$ cat src/rtl/if_stage_if.sv
`default_nettype none
// ============================================================================
//  Module   : if_stage_if
//  Purpose  : Bundles the fetch-stage signals: hazard/redirect controls,
//             instruction-memory read port and the IF/ID register outputs.
//  Modports : master - the fetch stage (drives imem_*, id_*, misalign_err)
//             slave  - its surroundings (hazard unit, EX, imem, decode)
//  Revision : 1.0 - initial release
// ============================================================================
interface if_stage_if;
    logic        stall;
    logic        redirect;
    logic [31:0] redirect_pc;
    logic        imem_req;
    logic [31:0] imem_addr;
    logic [31:0] imem_rdata;
    logic        id_valid;
    logic [31:0] id_instr;
    logic [31:0] id_pc;
    logic [31:0] id_pc_plus4;
    logic        misalign_err;

    modport master (
        input  stall, redirect, redirect_pc, imem_rdata,
        output imem_req, imem_addr, id_valid, id_instr, id_pc, id_pc_plus4,
               misalign_err
    );

    modport slave (
        output stall, redirect, redirect_pc, imem_rdata,
        input  imem_req, imem_addr, id_valid, id_instr, id_pc, id_pc_plus4,
               misalign_err
    );
endinterface
`default_nettype wire

$ cat src/rtl/if_stage.sv
`default_nettype none
// ============================================================================
//  Module   : if_stage
//  Purpose  : rv32i instruction fetch stage with IF/ID pipeline register.
//             Drives a synchronous instruction memory (1-cycle read latency),
//             handles hazard stalls via a 1-entry hold buffer and branch/jump
//             redirects from EX.
//  Ports    : clk  - clock, rising edge
//             rst  - synchronous active-high reset
//             bus  - if_stage_if.master (stall, redirect, redirect_pc,
//                    imem_req/addr/rdata, id_valid/instr/pc/pc_plus4,
//                    misalign_err)
//  Revision : 1.0 - initial release
// ============================================================================
module if_stage #(
    parameter logic [31:0] RESET_PC  = 32'h0000_0000,
    parameter logic [31:0] NOP_INSTR = 32'h0000_0013
) (
    input  wire logic         clk,
    input  wire logic         rst,
    if_stage_if.master        bus
);

    // Fetch side
    logic [31:0] r_pc;
    logic        r_pend;       // a read response is on imem_rdata this cycle
    logic [31:0] r_pend_pc;

    // Hold buffer: catches the one response that lands during a stall
    logic        r_hold_v;
    logic [31:0] r_hold_buf;
    logic [31:0] r_hold_pc;

    // IF/ID register
    logic        r_id_valid;
    logic [31:0] r_id_instr;
    logic [31:0] r_id_pc;
    logic [31:0] r_id_pc_plus4;
    logic        r_misalign;

    logic        w_req;

    assign w_req              = !rst && !bus.stall && !bus.redirect;
    assign bus.imem_req       = w_req;
    assign bus.imem_addr      = r_pc;
    assign bus.id_valid       = r_id_valid;
    assign bus.id_instr       = r_id_valid ? r_id_instr : NOP_INSTR;
    assign bus.id_pc          = r_id_pc;
    assign bus.id_pc_plus4    = r_id_pc_plus4;
    assign bus.misalign_err   = r_misalign;

    always_ff @(posedge clk) begin
        if (rst) begin
            r_pc          <= RESET_PC;
            r_pend        <= 1'b0;
            r_pend_pc     <= 32'h0;
            r_hold_v      <= 1'b0;
            r_hold_buf    <= 32'h0;
            r_hold_pc     <= 32'h0;
            r_id_valid    <= 1'b0;
            r_id_instr    <= NOP_INSTR;
            r_id_pc       <= 32'h0;
            r_id_pc_plus4 <= 32'h0;
            r_misalign    <= 1'b0;
        end else begin
            r_misalign <= bus.redirect && (bus.redirect_pc[1:0] != 2'b00);

            if (bus.redirect) begin
                // Drops any in-flight response and any held entry.
                r_pc       <= {bus.redirect_pc[31:2], 2'b00};
                r_pend     <= 1'b0;
                r_hold_v   <= 1'b0;
                r_id_valid <= 1'b0;
            end else begin
                if (w_req) begin
                    r_pend    <= 1'b1;
                    r_pend_pc <= r_pc;
                    r_pc      <= r_pc + 32'd4;
                end else begin
                    r_pend    <= 1'b0;
                end

                if (bus.stall) begin
                    // No request issues while stalled, so only the response
                    // already in flight needs catching.
                    if (r_pend) begin
                        r_hold_buf <= bus.imem_rdata;
                        r_hold_pc  <= r_pend_pc;
                        r_hold_v   <= 1'b1;
                    end
                end else if (r_hold_v) begin
                    r_id_instr    <= r_hold_buf;
                    r_id_pc       <= r_hold_pc;
                    r_id_pc_plus4 <= r_hold_pc + 32'd4;
                    r_id_valid    <= 1'b1;
                    r_hold_v      <= 1'b0;
                end else if (r_pend) begin
                    r_id_instr    <= bus.imem_rdata;
                    r_id_pc       <= r_pend_pc;
                    r_id_pc_plus4 <= r_pend_pc + 32'd4;
                    r_id_valid    <= 1'b1;
                end else begin
                    r_id_valid    <= 1'b0;
                end
            end
        end
    end

endmodule
`default_nettype wire

$ cat src/flat_wrapper.sv
// flat-port wrapper written by rule: the top's interface ports become plain ports
module if_stage_flat 
#(
    parameter logic [31:0] RESET_PC  = 32'h0000_0000,
    parameter logic [31:0] NOP_INSTR = 32'h0000_0013
)
  (clk, rst, bus_stall, bus_redirect, bus_redirect_pc, bus_imem_rdata, bus_imem_req, bus_imem_addr, bus_id_valid, bus_id_instr, bus_id_pc, bus_id_pc_plus4, bus_misalign_err);
  if_stage_if bus_i ();
  input  wire logic clk;
  input  wire logic rst;
  input wire logic [$bits(bus_i.stall)-1:0] bus_stall;
  input wire logic [$bits(bus_i.redirect)-1:0] bus_redirect;
  input wire logic [$bits(bus_i.redirect_pc)-1:0] bus_redirect_pc;
  input wire logic [$bits(bus_i.imem_rdata)-1:0] bus_imem_rdata;
  output wire logic [$bits(bus_i.imem_req)-1:0] bus_imem_req;
  output wire logic [$bits(bus_i.imem_addr)-1:0] bus_imem_addr;
  output wire logic [$bits(bus_i.id_valid)-1:0] bus_id_valid;
  output wire logic [$bits(bus_i.id_instr)-1:0] bus_id_instr;
  output wire logic [$bits(bus_i.id_pc)-1:0] bus_id_pc;
  output wire logic [$bits(bus_i.id_pc_plus4)-1:0] bus_id_pc_plus4;
  output wire logic [$bits(bus_i.misalign_err)-1:0] bus_misalign_err;
  assign bus_i.stall = bus_stall;
  assign bus_i.redirect = bus_redirect;
  assign bus_i.redirect_pc = bus_redirect_pc;
  assign bus_i.imem_rdata = bus_imem_rdata;
  assign bus_imem_req = bus_i.imem_req;
  assign bus_imem_addr = bus_i.imem_addr;
  assign bus_id_valid = bus_i.id_valid;
  assign bus_id_instr = bus_i.id_instr;
  assign bus_id_pc = bus_i.id_pc;
  assign bus_id_pc_plus4 = bus_i.id_pc_plus4;
  assign bus_misalign_err = bus_i.misalign_err;
  if_stage #(.RESET_PC(RESET_PC), .NOP_INSTR(NOP_INSTR)) u_core (.clk(clk), .rst(rst), .bus(bus_i));
endmodule
$ cat config.mk
export PLATFORM = sky130hd
export DESIGN_NAME = if_stage_flat
export DESIGN_NICKNAME = d
export VERILOG_FILES = /design/src/rtl/if_stage_if.sv /design/src/rtl/if_stage.sv /design/src/flat_wrapper.sv
export SDC_FILE = /design/constraint.sdc
export NUM_CORES = 1
export LEC_CHECK = 0
export CELL_PAD_IN_SITES_DETAIL_PLACEMENT = 0
export CELL_PAD_IN_SITES_GLOBAL_PLACEMENT = 2
export CORE_MARGIN = 8
export CORE_UTILIZATION = 33
export DETAILED_ROUTE_END_ITERATION = 12
export GPL_ROUTABILITY_DRIVEN = 0
export MAX_ROUTING_LAYER = met4
export PLACE_DENSITY_LB_ADDON = 0.12
export SLEW_MARGIN = 30
export SYNTH_ARGS = -nofsm -noshare
export SYNTH_HDL_FRONTEND = slang
export SYNTH_SLANG_ARGS = --single-unit
$ cat constraint.sdc
create_clock -name clk -period 8.5 [get_ports clk]
set_clock_uncertainty 0.15 [all_clocks]
set_input_delay 1.7 -clock clk [delete_from_list [all_inputs] [get_ports clk]]
set_output_delay 1.7 -clock clk [all_outputs]
set_load 0.01 [all_outputs]
==> qor.csv <==
stage,metric,value,unit
flow_run,drv_cap,0,
timing,fin_tns_setup,0,ns
power,intPower,1.81,mW
critical_path,worstReg2RegEnd,u_core.bus.id_pc_plus4[22],
status,status,"complete, no violations",
placement,dp_hpwl,22100,um
cts,clkSlewWorstSetupHoldPaths,0.06,ns
global_route,track_usage,17.8,%
final_layout,final-seq-area,0.00437,mm^2
power,pwr-share-comb,6.9,%
final_layout,nets,1427,
routing,wl_per_cell,18.4,um
final_layout,fillers,2985,
critical_path,critPathLaunchType,input port,
power,leakagePower,4.31,nW
critical_path,critical_path_buf_inv_count,3,
power,power.density,184,mW/mm^2
final_layout,antenna_cells,0,
synthesis,seq_area_frac_synth,43.6,%
critical_path,worst-r2r-cell-count,7,
critical_path,path_class,input port to primary output,
power,power.share.clock,48.1,%
global_route,grt_pass1_wl,51100,um
synthesis,synthCells,1216,
power,p_sw_share,24.2,%
hold_path,hold_path_end,u_core.r_hold_pc[26],
power,switchingPower,578,uW
final_layout,area_growth,29.8,%
synthesis,yosysWarnings,0,
timing,finalCritPeriodShare,73.1,%
synthesis,yosys.cell_types.count,70,
critical_path,arrival,4.36,ns
critical_path,cp_data_required_time,6.65,ns
final_layout,drive_above_1_share,6.68,%
synthesis,synth_async_sr_flop_share,0,%
synthesis,syn_area,0.0100,mm^2
critical_path,r2r_slack,5.18,ns
routing,drt_pre_antenna_iters,5,
timing,setup_viol,0,
critical_path,critPathTopFamily,buffers and inverters,
synthesis,synthFlopType,dfxtp_1,
cts,cts_root_buf,clkbuf_16,
global_route,grt_max_degree,87,
routing,drt-total-wl,32600,um
routing,vias,8983,
timing,relSlewSlack,38.8,%
cts,clk_latency,0.54,ns
cts,ctsHoldBuffers,0,
critical_path,path_cells,clkdlybuf4s50_1 > or3_1 > inv_4 > clkdlybuf4s50_1,
die,design.core.area,0.0297,mm^2
global_route,grt_antenna_before_repair,0,
cts,cts-resized-gates,0,
placement,portBuffers,192,
hold_path,whs_path_depth,2,
die,ioPinCount,199,
hold_path,min_from,u_core.r_hold_pc[26],
routing,drt_drc_violations_left,0,
critical_path,crit_fanout,49,
synthesis,avgSynthCellArea,8.23,um^2
final_layout,final_util,43.7,%
die,die_x,190,um
routing,viasPerCell,5.08,
critical_path,r2r-start,u_core.r_hold_v,
timing,final_max_slew_viol_count,0,
cts,cts_sinks,218,
die,start_util,33.7,%
synthesis,synth_edf_count,0,
timing,layout_min_cycle_time,6.21,ns
timing,holdWs,0.301,ns
die,fp.dieArea,0.0362,mm^2
cts,clockBufferDepth,3,
routing,ant_nets,0,
critical_path,slowest_delay,0.79,ns
power,irDropWorstVdd,0.119,mV
cts,cts_buffers,26,
power,seq_power_share,45.0,%
die,placementRows,63,
cts,cts_setup_buffers,0,
timing,clock.fmax,161,MHz
synthesis,ys_ff_latch,218,
final_layout,multiInputGateArea,0.00519,mm^2
critical_path,crit_slowest_cell,or3_1,
timing,tightest_slew,0.919,ns
global_route,grt_pass1_vias,8711,
routing,drtIter0Drc,605,
critical_path,cp-end-kind,primary output,
die,die_h,190,um
timing,hold_viol,0,
critical_path,startpoint,bus_stall,
critical_path,cp_common_cell,clkdlybuf4s50_1,
timing,rsz0062_at_grt,false,
cts,htreeDepth,1,
global_route,grt-ovfl-total,0,
hold_path,min_path_type,register to register,
cts,tritoncts,built,
[cell usage after synthesis, drive strengths merged (6+ instances only)]
master  count  share of area [%]
or3         8               0.50
clkbuf     64                2.4
and2       32                2.0
a31oi       8               0.50
a211oi     59                4.4
buf        34                2.1
inv         7               0.29
o21ai      22                1.1
and3       15               0.94
nor2b       6               0.38
nand2     270                 10
dfxtp     218                 44
a22oi       7               0.68
nand3      43                2.2
xnor2      22                1.9
nor3       19               0.95
a311o       7               0.70
mux2i      54                5.4
mux2       10                1.2
xor2       10               0.88
nand4      23                1.6
nor2       85                3.2
o22ai      10               0.69
a21oi     106                5.3
nand4b      7               0.76
nor4        7               0.65
nand3b     12                1.2
[through the flow]
stage	setup slack, ns	power, mW	std cells	area [um^2]
final	2.29	2.39	1767	13000
after global routing	2.09	2.49	1767	13000
after CTS	2.26	2.43	1767	13000
after detailed placement	2.27	1.26	1719	12100
after global placement	2.29	1.26	1719	12100
after floorplan	3.74	1.17	1221	10000
[layout make-up]
class                   count  area share [%]
well taps                 390            3.76
clock inverters            14            1.24
multi-input cells         897            39.9
clock buffers              34            5.55
inverters                   8           0.251
repair buffers            206            15.6
flip-flops and latches    218            33.6
[tightest hold or removal path: cells and delay by family, from the launching register on]
kind | cells | cell delay, ns
AND/OR/NAND/NOR | 1 | 0.05
flip-flops | 1 | 0.30
AO/OA/AOI/OAI | 1 | 0.05
[power by group through the flow]
stage / sequential [mW] / clock [mW] / combinational, mW
CTS: 1.08 / 1.18 / 0.167
detailed placement: 1.10 / 0 / 0.166
floorplan: 1.09 / 0 / 0.0816
global route: 1.08 / 1.23 / 0.180
global placement: 1.10 / 0 / 0.166
finish: 1.08 / 1.15 / 0.164
[cells in the final DEF, fill, tap and decap left out, types with 26 or more instances in the layout]
master             n
clkbuf_16         26
and2_1            32
a211oi_1          59
nor2_1            85
clkdlybuf4s50_1  191
nand2_1          270
dfxtp_1          217
nand3_1           41
a21oi_1          105
mux2i_1           54
[flip-flops by register name (all words and copies together) (netlist names)]
name / flops
u_core.r_hold_pc: 30
u_core.r_hold_v: 1
u_core.bus.id_valid: 1
u_core.bus.misalign_err: 1
u_core.bus.imem_addr: 30
u_core.r_pend: 1
u_core.bus.id_pc_plus4: 30
u_core.r_hold_buf: 32
u_core.r_pend_pc: 30
u_core.bus.id_pc: 30
u_core.r_id_instr: 32
[how the worst max path moves through the flow]
stage                              end  slack [ns]  cells after the start
final                     bus_imem_req        2.29                      4
after global routing      bus_imem_req        2.09                      4
after CTS                 bus_imem_req        2.26                      4
after detailed placement  bus_imem_req        2.27                      4
after global placement    bus_imem_req        2.29                      4
after floorplan           bus_imem_req        3.74                      6
[routing by layer]
metal  vias up  track usage [%]  wire, um  share of wire [%]
li1       4534                -         -                  -
met2       204             26.0     14000                 43
met4         0             3.16       388                1.2
met3        31             3.59      1760                5.4
met1      4214             25.4     16400                 50
met5         -                -         0                  0
[kinds of logic (layout without fill, tap and decap cells)]
logic type,count (synthesis),count (layout),share of synthesized area [%]
AND/OR/NAND/NOR,546,546,26.0
AO/OA/AOI/OAI,247,247,15.9
flip-flops,218,218,43.6
buffers and inverters,106,262,4.85
multiplexers,64,64,6.56
XOR/XNOR,32,32,2.80
adder cells (fa/ha/maj),2,2,0.250
other,1,6,0.0375
Power figures use the tool's default switching activity.
